`src/rtl/pm_loader.sv`:
```
// Program-memory loader: turns a length/payload/checksum nibble stream into
// sequential 8-bit instruction writes, holding the MPU core in reset meanwhile.
module pm_loader #(
    parameter int ADDR_W = 8,
    parameter int DATA_W = 8,
    parameter int NIB_W  = 4
) (
    input  logic              clk,
    input  logic              sync_reset,
    input  logic              load_req,
    input  logic              nib_valid,
    input  logic [NIB_W-1:0]  nib_data,
    output logic              nib_ready,
    output logic              pm_wr_en,
    output logic [ADDR_W-1:0] pm_wr_addr,
    output logic [DATA_W-1:0] pm_wr_data,
    output logic              mpu_hold,
    output logic              load_done,
    output logic              load_err
);

    typedef enum logic [3:0] {
        S_IDLE,
        S_LEN_HI,
        S_LEN_LO,
        S_INS_HI,
        S_INS_LO,
        S_CHK_HI,
        S_CHK_LO,
        S_DONE,
        S_ERR
    } state_t;

    state_t              state;
    state_t              state_n;

    logic [NIB_W-1:0]    hi_q;
    logic [DATA_W-1:0]   len_q;
    logic [ADDR_W-1:0]   count;
    logic [DATA_W-1:0]   sum;

    logic                xfer;
    logic                start;
    logic                wr;
    logic                done;
    logic                err;
    logic                lat_hi;
    logic                lat_len;
    logic [DATA_W-1:0]   byte_w;
    logic [ADDR_W:0]     len_ext;
    logic [ADDR_W:0]     cnt_nxt;
    logic                last;

    assign byte_w  = {hi_q, nib_data};
    assign xfer    = nib_valid & nib_ready;
    assign cnt_nxt = {1'b0, count} + (ADDR_W+1)'(1);
    assign last    = cnt_nxt >= len_ext;

    // A zero length field encodes a completely filled program memory.
    always_comb begin
        len_ext = (ADDR_W+1)'(len_q);
        if (len_q == '0) begin
            len_ext = {1'b1, {ADDR_W{1'b0}}};
        end
    end

    always_comb begin
        state_n   = state;
        nib_ready = 1'b0;
        start     = 1'b0;
        wr        = 1'b0;
        done      = 1'b0;
        err       = 1'b0;
        lat_hi    = 1'b0;
        lat_len   = 1'b0;
        unique case (state)
            S_IDLE, S_DONE, S_ERR: begin
                if (load_req) begin
                    start   = 1'b1;
                    state_n = S_LEN_HI;
                end
            end
            S_LEN_HI: begin
                nib_ready = 1'b1;
                if (xfer) begin
                    lat_hi  = 1'b1;
                    state_n = S_LEN_LO;
                end
            end
            S_LEN_LO: begin
                nib_ready = 1'b1;
                if (xfer) begin
                    lat_len = 1'b1;
                    state_n = S_INS_HI;
                end
            end
            S_INS_HI: begin
                nib_ready = 1'b1;
                if (xfer) begin
                    lat_hi  = 1'b1;
                    state_n = S_INS_LO;
                end
            end
            S_INS_LO: begin
                nib_ready = 1'b1;
                if (xfer) begin
                    wr      = 1'b1;
                    state_n = last ? S_CHK_HI : S_INS_HI;
                end
            end
            S_CHK_HI: begin
                nib_ready = 1'b1;
                if (xfer) begin
                    lat_hi  = 1'b1;
                    state_n = S_CHK_LO;
                end
            end
            S_CHK_LO: begin
                nib_ready = 1'b1;
                if (xfer) begin
                    if (byte_w == sum) begin
                        done    = 1'b1;
                        state_n = S_DONE;
                    end else begin
                        err     = 1'b1;
                        state_n = S_ERR;
                    end
                end
            end
            default: state_n = S_IDLE;
        endcase
    end

    always_ff @(posedge clk) begin
        if (sync_reset) begin
            state      <= S_IDLE;
            hi_q       <= '0;
            len_q      <= '0;
            count      <= '0;
            sum        <= '0;
            pm_wr_en   <= 1'b0;
            pm_wr_addr <= '0;
            pm_wr_data <= '0;
            mpu_hold   <= 1'b0;
            load_done  <= 1'b0;
            load_err   <= 1'b0;
        end else begin
            state     <= state_n;
            pm_wr_en  <= wr;
            load_done <= done;
            if (start) begin
                mpu_hold <= 1'b1;
                load_err <= 1'b0;
                count    <= '0;
                sum      <= '0;
            end
            if (lat_hi) begin
                hi_q <= nib_data;
            end
            if (lat_len) begin
                len_q <= byte_w;
            end
            // Write is registered; count wraps to 0 after a full-memory image.
            if (wr) begin
                pm_wr_addr <= count;
                pm_wr_data <= byte_w;
                sum        <= sum + byte_w;
                count      <= count + ADDR_W'(1);
            end
            if (done) begin
                mpu_hold <= 1'b0;
            end
            if (err) begin
                load_err <= 1'b1;
            end
        end
    end

endmodule

```
`config.mk`:
```
export PLATFORM = sky130hd
export DESIGN_NAME = pm_loader
export DESIGN_NICKNAME = d
export VERILOG_FILES = /design/src/rtl/pm_loader.sv
export SDC_FILE = /design/constraint.sdc
export NUM_CORES = 1
export LEC_CHECK = 0
export CAP_MARGIN = 5
export CORE_AREA = 3 3 72 74
export CTS_CLUSTER_SIZE = 8
export DETAILED_ROUTE_END_ITERATION = 8
export DIE_AREA = 0 0 75 77
export HOLD_SLACK_MARGIN = 0.12
export PLACE_DENSITY = 0.79
export SLEW_MARGIN = 20
export SYNTH_ARGS = -nofsm -noshare
export SYNTH_HDL_FRONTEND = slang
export SYNTH_SLANG_ARGS = --single-unit
```
`constraint.sdc`:
```
create_clock -name clk -period 6 [get_ports clk]
set_clock_uncertainty 0.2 [all_clocks]
set_input_delay 1.2 -clock clk [delete_from_list [all_inputs] [get_ports clk]]
set_output_delay 1.2 -clock clk [all_outputs]
set_load 0.02 [all_outputs]
```
* Yosys cells after proc, flatten, opt, wreduce, memory -nomap -nowiden *
Cells that the tools add are included.

storage, ports and cells
  register bits = 52
  input bits = 8
  output and inout port bits = 21
  logic and storage cells = 70

cells by class
  $add $sub $neg = 3
  magnitude comparators = 1
  equality and inequality tests = 16
  mux-type cells = 29
  bitwise gates (word level) = 1
  reductions and logical operators = 9

operator list
  operator             number
  $mux 4               8
  $pmux 4 s7           1
  $mux 8               3
  $eq 4x3->1 const B   4
  $mux 1               15
  $ne 2x2->1 const B   7
  $add 8x1->9 const B  1
  $ge 9x9->1           1
  $mux 9               1
  $add 8x1->8 const B  1
  $add 8x8->8          1
  $eq 4x2->1 const B   2
  $eq 8x8->1           1
  $logic_not 8->1      1
  $reduce_and 7->1     1
  $reduce_or 3->1      2
  $reduce_or 6->1      1
  $eq 4x1->1 const B   1
  $eq 4x4->1 const B   1
  $logic_not 4->1      1
  $reduce_bool 2->1    2
  $mux 3               1
  $reduce_or 2->1      1
  $and 1x1->1          1

* Depth between registers and ports, before layout *
  depth after elaboration = 7
  mapped depth = 10
  gate-level depth less buffers = 10

* Worst setup path after synthesis *
Ideal clock, no wire load.

  kind = register to register
  from = reg count[0]
  to = reg state[1]
  library setup time = 0.088 ns
  data arrival time = 2.701 ns
  required time = 5.712 ns
  setup slack = 3.011 ns
  cell stages (with the launch flop) = 11
  buffers on the path = 0
  period minus slack after synthesis = 2.989 ns
  cell sequence = dfxtp_1 -> ha_1 -> and3_1 -> and3_1 -> xor2_1 -> ha_1 -> a21o_1 -> a21o_1 -> a221o_1 -> or3b_1 -> a311oi_2

between the ends
  cells in the longest elaborated chain, start to end = 5

RTL lines
  what                    line  text
  start, declared         39    logic [ADDR_W-1:0] count;
  start signal, assigned  168   count <= count + ADDR_W'(1);
  $add 8x1->9             56    assign cnt_nxt = {1'b0, count} + (ADDR_W+1)'(1);
  $ge 9x9->1              57    assign last = cnt_nxt >= len_ext;
  $mux 3                  108   state_n = last ? S_CHK_HI : S_INS_HI;
  $mux 4                  106   if (xfer) begin
  $pmux 4 s7              76    unique case (state)
  end signal, assigned    148   state <= state_n;
  end, declared           34    state_t state;

Every way passes these cells. The select of a mux whose other input is x is not followed.
A chain may end at the register's enable or synchronous reset.

* Worst setup path in the final report *
  from = reg state[0]
  to = out nib_ready

between the ends
  cells in the longest elaborated chain, start to end = 3
  elaborated cells on any way between the ends = 8
  classes of those cells = eq/ne (6); mux (1); reduce/logical (1)

RTL lines
  what                                line  text
  $eq 4x3->1 (tied with other cells)  76
  $reduce_or 6->1 (no line) *         n/a
  $mux 1 *                            76
  end, declared                       13    output logic nib_ready,

Every way passes the cells marked *; elsewhere a longest branch is shown, timed or not.

==> impl_results.md <==
- Nets: 373
- Root buffer cell: sky130_fd_sc_hd__clkbuf_8
- Max incr delay on CP: 0.67 ns
- Weighted congestion at the end of routability-driven global placement: between 0.9 and 1
- Worst max-slew margin expressed relative to the limit: 0.337
- Switching Power: 165 uW
- Non-filler cells, final: 401
- Wire length per cell after detailed routing: 14.3 um
- Launch instance of the worst register-to-register path: count[0]$_SDFFE_PP0P_
- Setup repair after global routing missed its margin: no
- Number of placed instances with taps included: slightly below 400
- Data required, critical path: roughly 4.6 ns
- Count of pins over their slew limit: 0
- Die boundary width: around 75 um
- Yosys synthesis warning count: 0
- Class of the worst hold path: flip-flop to flip-flop
- Maxcap violations: 0
- Largest net degree at the start of global routing: 52
- Post-CTS Resized: 0
- Total Power: 624 uW
- CP Capture Type: output pin
- Min-Delay Path Depth: 2
- Cell-by-cell trace of the critical path: nor3_1 > a211oi_1 > clkdlybuf4s50_1
- Initial core utilization: 0.582
- Sequential group share of total power: 0.574
- Floorplan die area: 0.00578 mm^2
- Startpoint types: flip-flop
- Data arrival time of the critical path: 2.09 ns
- Avg Cell Area, Syn: between 8 and 9 um^2
- Worst flop-to-flop path endpoint: state[1]$_SDFFE_PP0P_
- GRT Util Overall: 0.217
- Largest voltage drop on the vdd net: 0.124 mV
- Maximum fanout along the worst path: 13
- Port-buffer cells: 28
- Total routed wirelength: 5740 um
- Depth of the most critical reg-to-reg path: 10
- P&R area growth vs syn: 12.8%
- Proportion of synthesized chip area in sequential cells: 0.384
- Number of iterations in the first detailed-routing pass: 5
- Vias per inst: roughly 5.9
- Antenna cells: 0
- # IOs: 29
- Most frequent cells in the layout: 52 x sky130_fd_sc_hd__dfxtp_1, 46 x sky130_fd_sc_hd__nand2_1, 36 x sky130_fd_sc_hd__a21oi_1
- Count of antenna-violating nets left after detailed routing: 0
- Leak: approximately 1.2 nW
- Achievable clock frequency: 286 MHz
- Initial antenna violation count: 0
- Number of buffers added for setup after CTS: 0
- Critical path class: flip-flop to output pin
- Relative contribution of combinational cells to total power: 0.117
- Relative contribution of the clock network to total power: 0.309
- Fraction of layout cells with a size suffix above 1: 0.0346
- CORE AREA: approximately 0.0047 mm^2
- Total global routing overflow: 0
- Area of the mapped netlist: 0.00271 mm^2
- DRC viols: 0
- Mapped Cells: 331
- Final Hold Violating Endpoints: 0
- Number of global-route vias before repair: 2233
- Net Count, Synth: 357
- DRC marker count from the first detailed-route iteration: 129
- Synth unique cells: 42
- First-pass GRT wire length: 9930 um
- Fin Setup TNS: 0 ns
- Most used flip-flop cell after synthesis: sky130_fd_sc_hd__dfxtp_1
- Number of core rows: 25
- Skew-Pair Late Insertion Delay: about 0.31 ns
- HPWL after detailed placement: around 4000 um
- Most common cell after layout, fill and taps aside: sky130_fd_sc_hd__dfxtp_1
- Number of clock buffers inserted by TritonCTS: 5
- Slack of the worst reg-to-reg path: 2.75 ns
- Status: complete, no violations
- Clock tree from TritonCTS: done
- Register bit total from synthesis: 52
- Number of levels the H-tree was split into: 2
- Net switching fraction of the power: 0.265
- Area of all placed cells without fillers: 0.00306 mm^2
- Number of enable-type register cells in the synthesized netlist: 0
- Clk slew on worst S/H paths: 0.09 ns
- Largest buffer count on any clock path: 2
- Cell with the biggest individual delay on the critical path: sky130_fd_sc_hd__clkdlybuf4s50_1
- Startpoint of the tightest hold check path: pm_wr_data[0]$_SDFFE_PP0P_
- TritonCTS sink count: 52
- Vert. Die Dim: slightly below 80 um
- Internal power summed over all cells: 458 uW
- Placed inst area: 0.00298 mm^2
- Final setup violation count: 0
- P per Cell Area: 204 mW/mm^2
- Worst Hold End: pm_wr_data[0]$_SDFFE_PP0P_
- Transition at the pin with the smallest max-transition slack: slightly below 1 ns
- Final min period: 3.49 ns
- Hold bufs inserted after CTS: 0
- Hold slack: 0.256 ns
- Async set-reset flop share out of synthesis: 0
- Part of the cycle the worst path needs: 0.582
- Vias after detailed routing: ~2300
[layout make-up]
class,count,area (um^2)
Timing Repair Buffer,29,283
Tap cell,54,67.6
Inverter,10,37.5
Sequential cell,52,1040
Multi-Input combinational cell,249,1550
Fill cell,384,1600
Clock buffer,5,68.8
Clock inverter,2,12.5
[logic make-up (layout without fill, tap and decap cells)]
family,after synthesis,after routing,synth area share
simple gates,127,127,0.220
compound gates,80,80,0.181
flops,52,52,0.384
buf+inv,30,46,0.0452
fa+ha+maj,18,18,0.0858
mux,13,13,0.0484
xor+xnor,11,11,0.0355
[sequential cells by signal (all words and copies together) (netlist names)]
signal      count
len_q           8
pm_wr_en        1
load_done       1
pm_wr_data      8
pm_wr_addr      8
sum             8
load_err        1
hi_q            4
state           4
count           8
mpu_hold        1
[synth_stat cells, drive strengths merged, types with 2 or more instances]
library cell  instances  area, um^2
dfxtp                52        1040
clkbuf               12        45.0
nand4                 5        31.3
nor3                  6        30.0
nand3                 7        35.0
and3                  5        31.3
nand4b                2        17.5
nand2                46         173
nor4                  4        25.0
inv                  10        37.5
nor2                 35         134
buf                   8        40.0
and2                  4        25.0
mux2i                12         120
a21oi                36         180
nand3b                5        37.5
o21ai                15        75.1
xnor2                 6        52.6
o21bai                4        30.0
a22oi                 6        45.0
xor2                  5        43.8
a32o                  2        20.0
a211oi                3        22.5
ha                   17         213
a311oi                3        32.5
a31oi                 2        12.5
nor2b                 3        18.8
a21o                  5        37.5
[stage by stage]
| step | worst slack [ns] | utilization |
|---|---|---|
| 2_1_floorplan | 3.01 | - |
| 4_1_cts | 2.54 | 0.656 |
| 5_1_grt | 2.43 | 0.656 |
| 3_3_place_gp | 2.46 | 0.639 |
| 3_5_place_dp | 2.43 | 0.639 |
| 6_report | 2.51 | 0.656 |
[worst max-delay path: cells and delay by family (launching register included)]
kind / cells / cell delay [ns]
flip-flops: 1 / 0.57
buffers and inverters: 1 / 0.67
AND/OR/NAND/NOR: 1 / 0.20
AO/OA/AOI/OAI: 1 / 0.35
[layer usage]
layer / vias to the layer above / wire, um / global-route usage
met1: 1086 / 2700 / 0.295
met2: 60 / 2690 / 0.330
met3: 9 / 270 / 0.0485
met4: 0 / 87 / 0.0801
li1: 1194 / - / -
met5: - / 0 / 0
[power groups by stage]
stage          Combinational, mW  Clock [mW]  Sequential [mW]
3_5_place_dp              0.0719           0            0.366
6_report                  0.0727       0.193            0.358
5_1_grt                   0.0805       0.213            0.359
3_3_place_gp              0.0710           0            0.366
2_1_floorplan             0.0549           0            0.362
4_1_cts                   0.0722       0.197            0.358
[worst max-delay path by stage]
stage | start | endpoint | slack, ns | cells past startpoint
after floorplan | count[0]$_SDFFE_PP0P_ | state[1]$_SDFFE_PP0P_ | 3.01 | 10
after global placement | nib_valid | count[3]$_SDFFE_PP0P_ | 2.46 | 5
after detailed placement | nib_valid | count[3]$_SDFFE_PP0P_ | 2.43 | 5
after CTS | state[0]$_SDFFE_PP0P_ | nib_ready | 2.54 | 3
after global routing | state[0]$_SDFFE_PP0P_ | nib_ready | 2.43 | 3
final | state[0]$_SDFFE_PP0P_ | nib_ready | 2.51 | 3
Note: power is estimated with default switching activity, not from simulation.
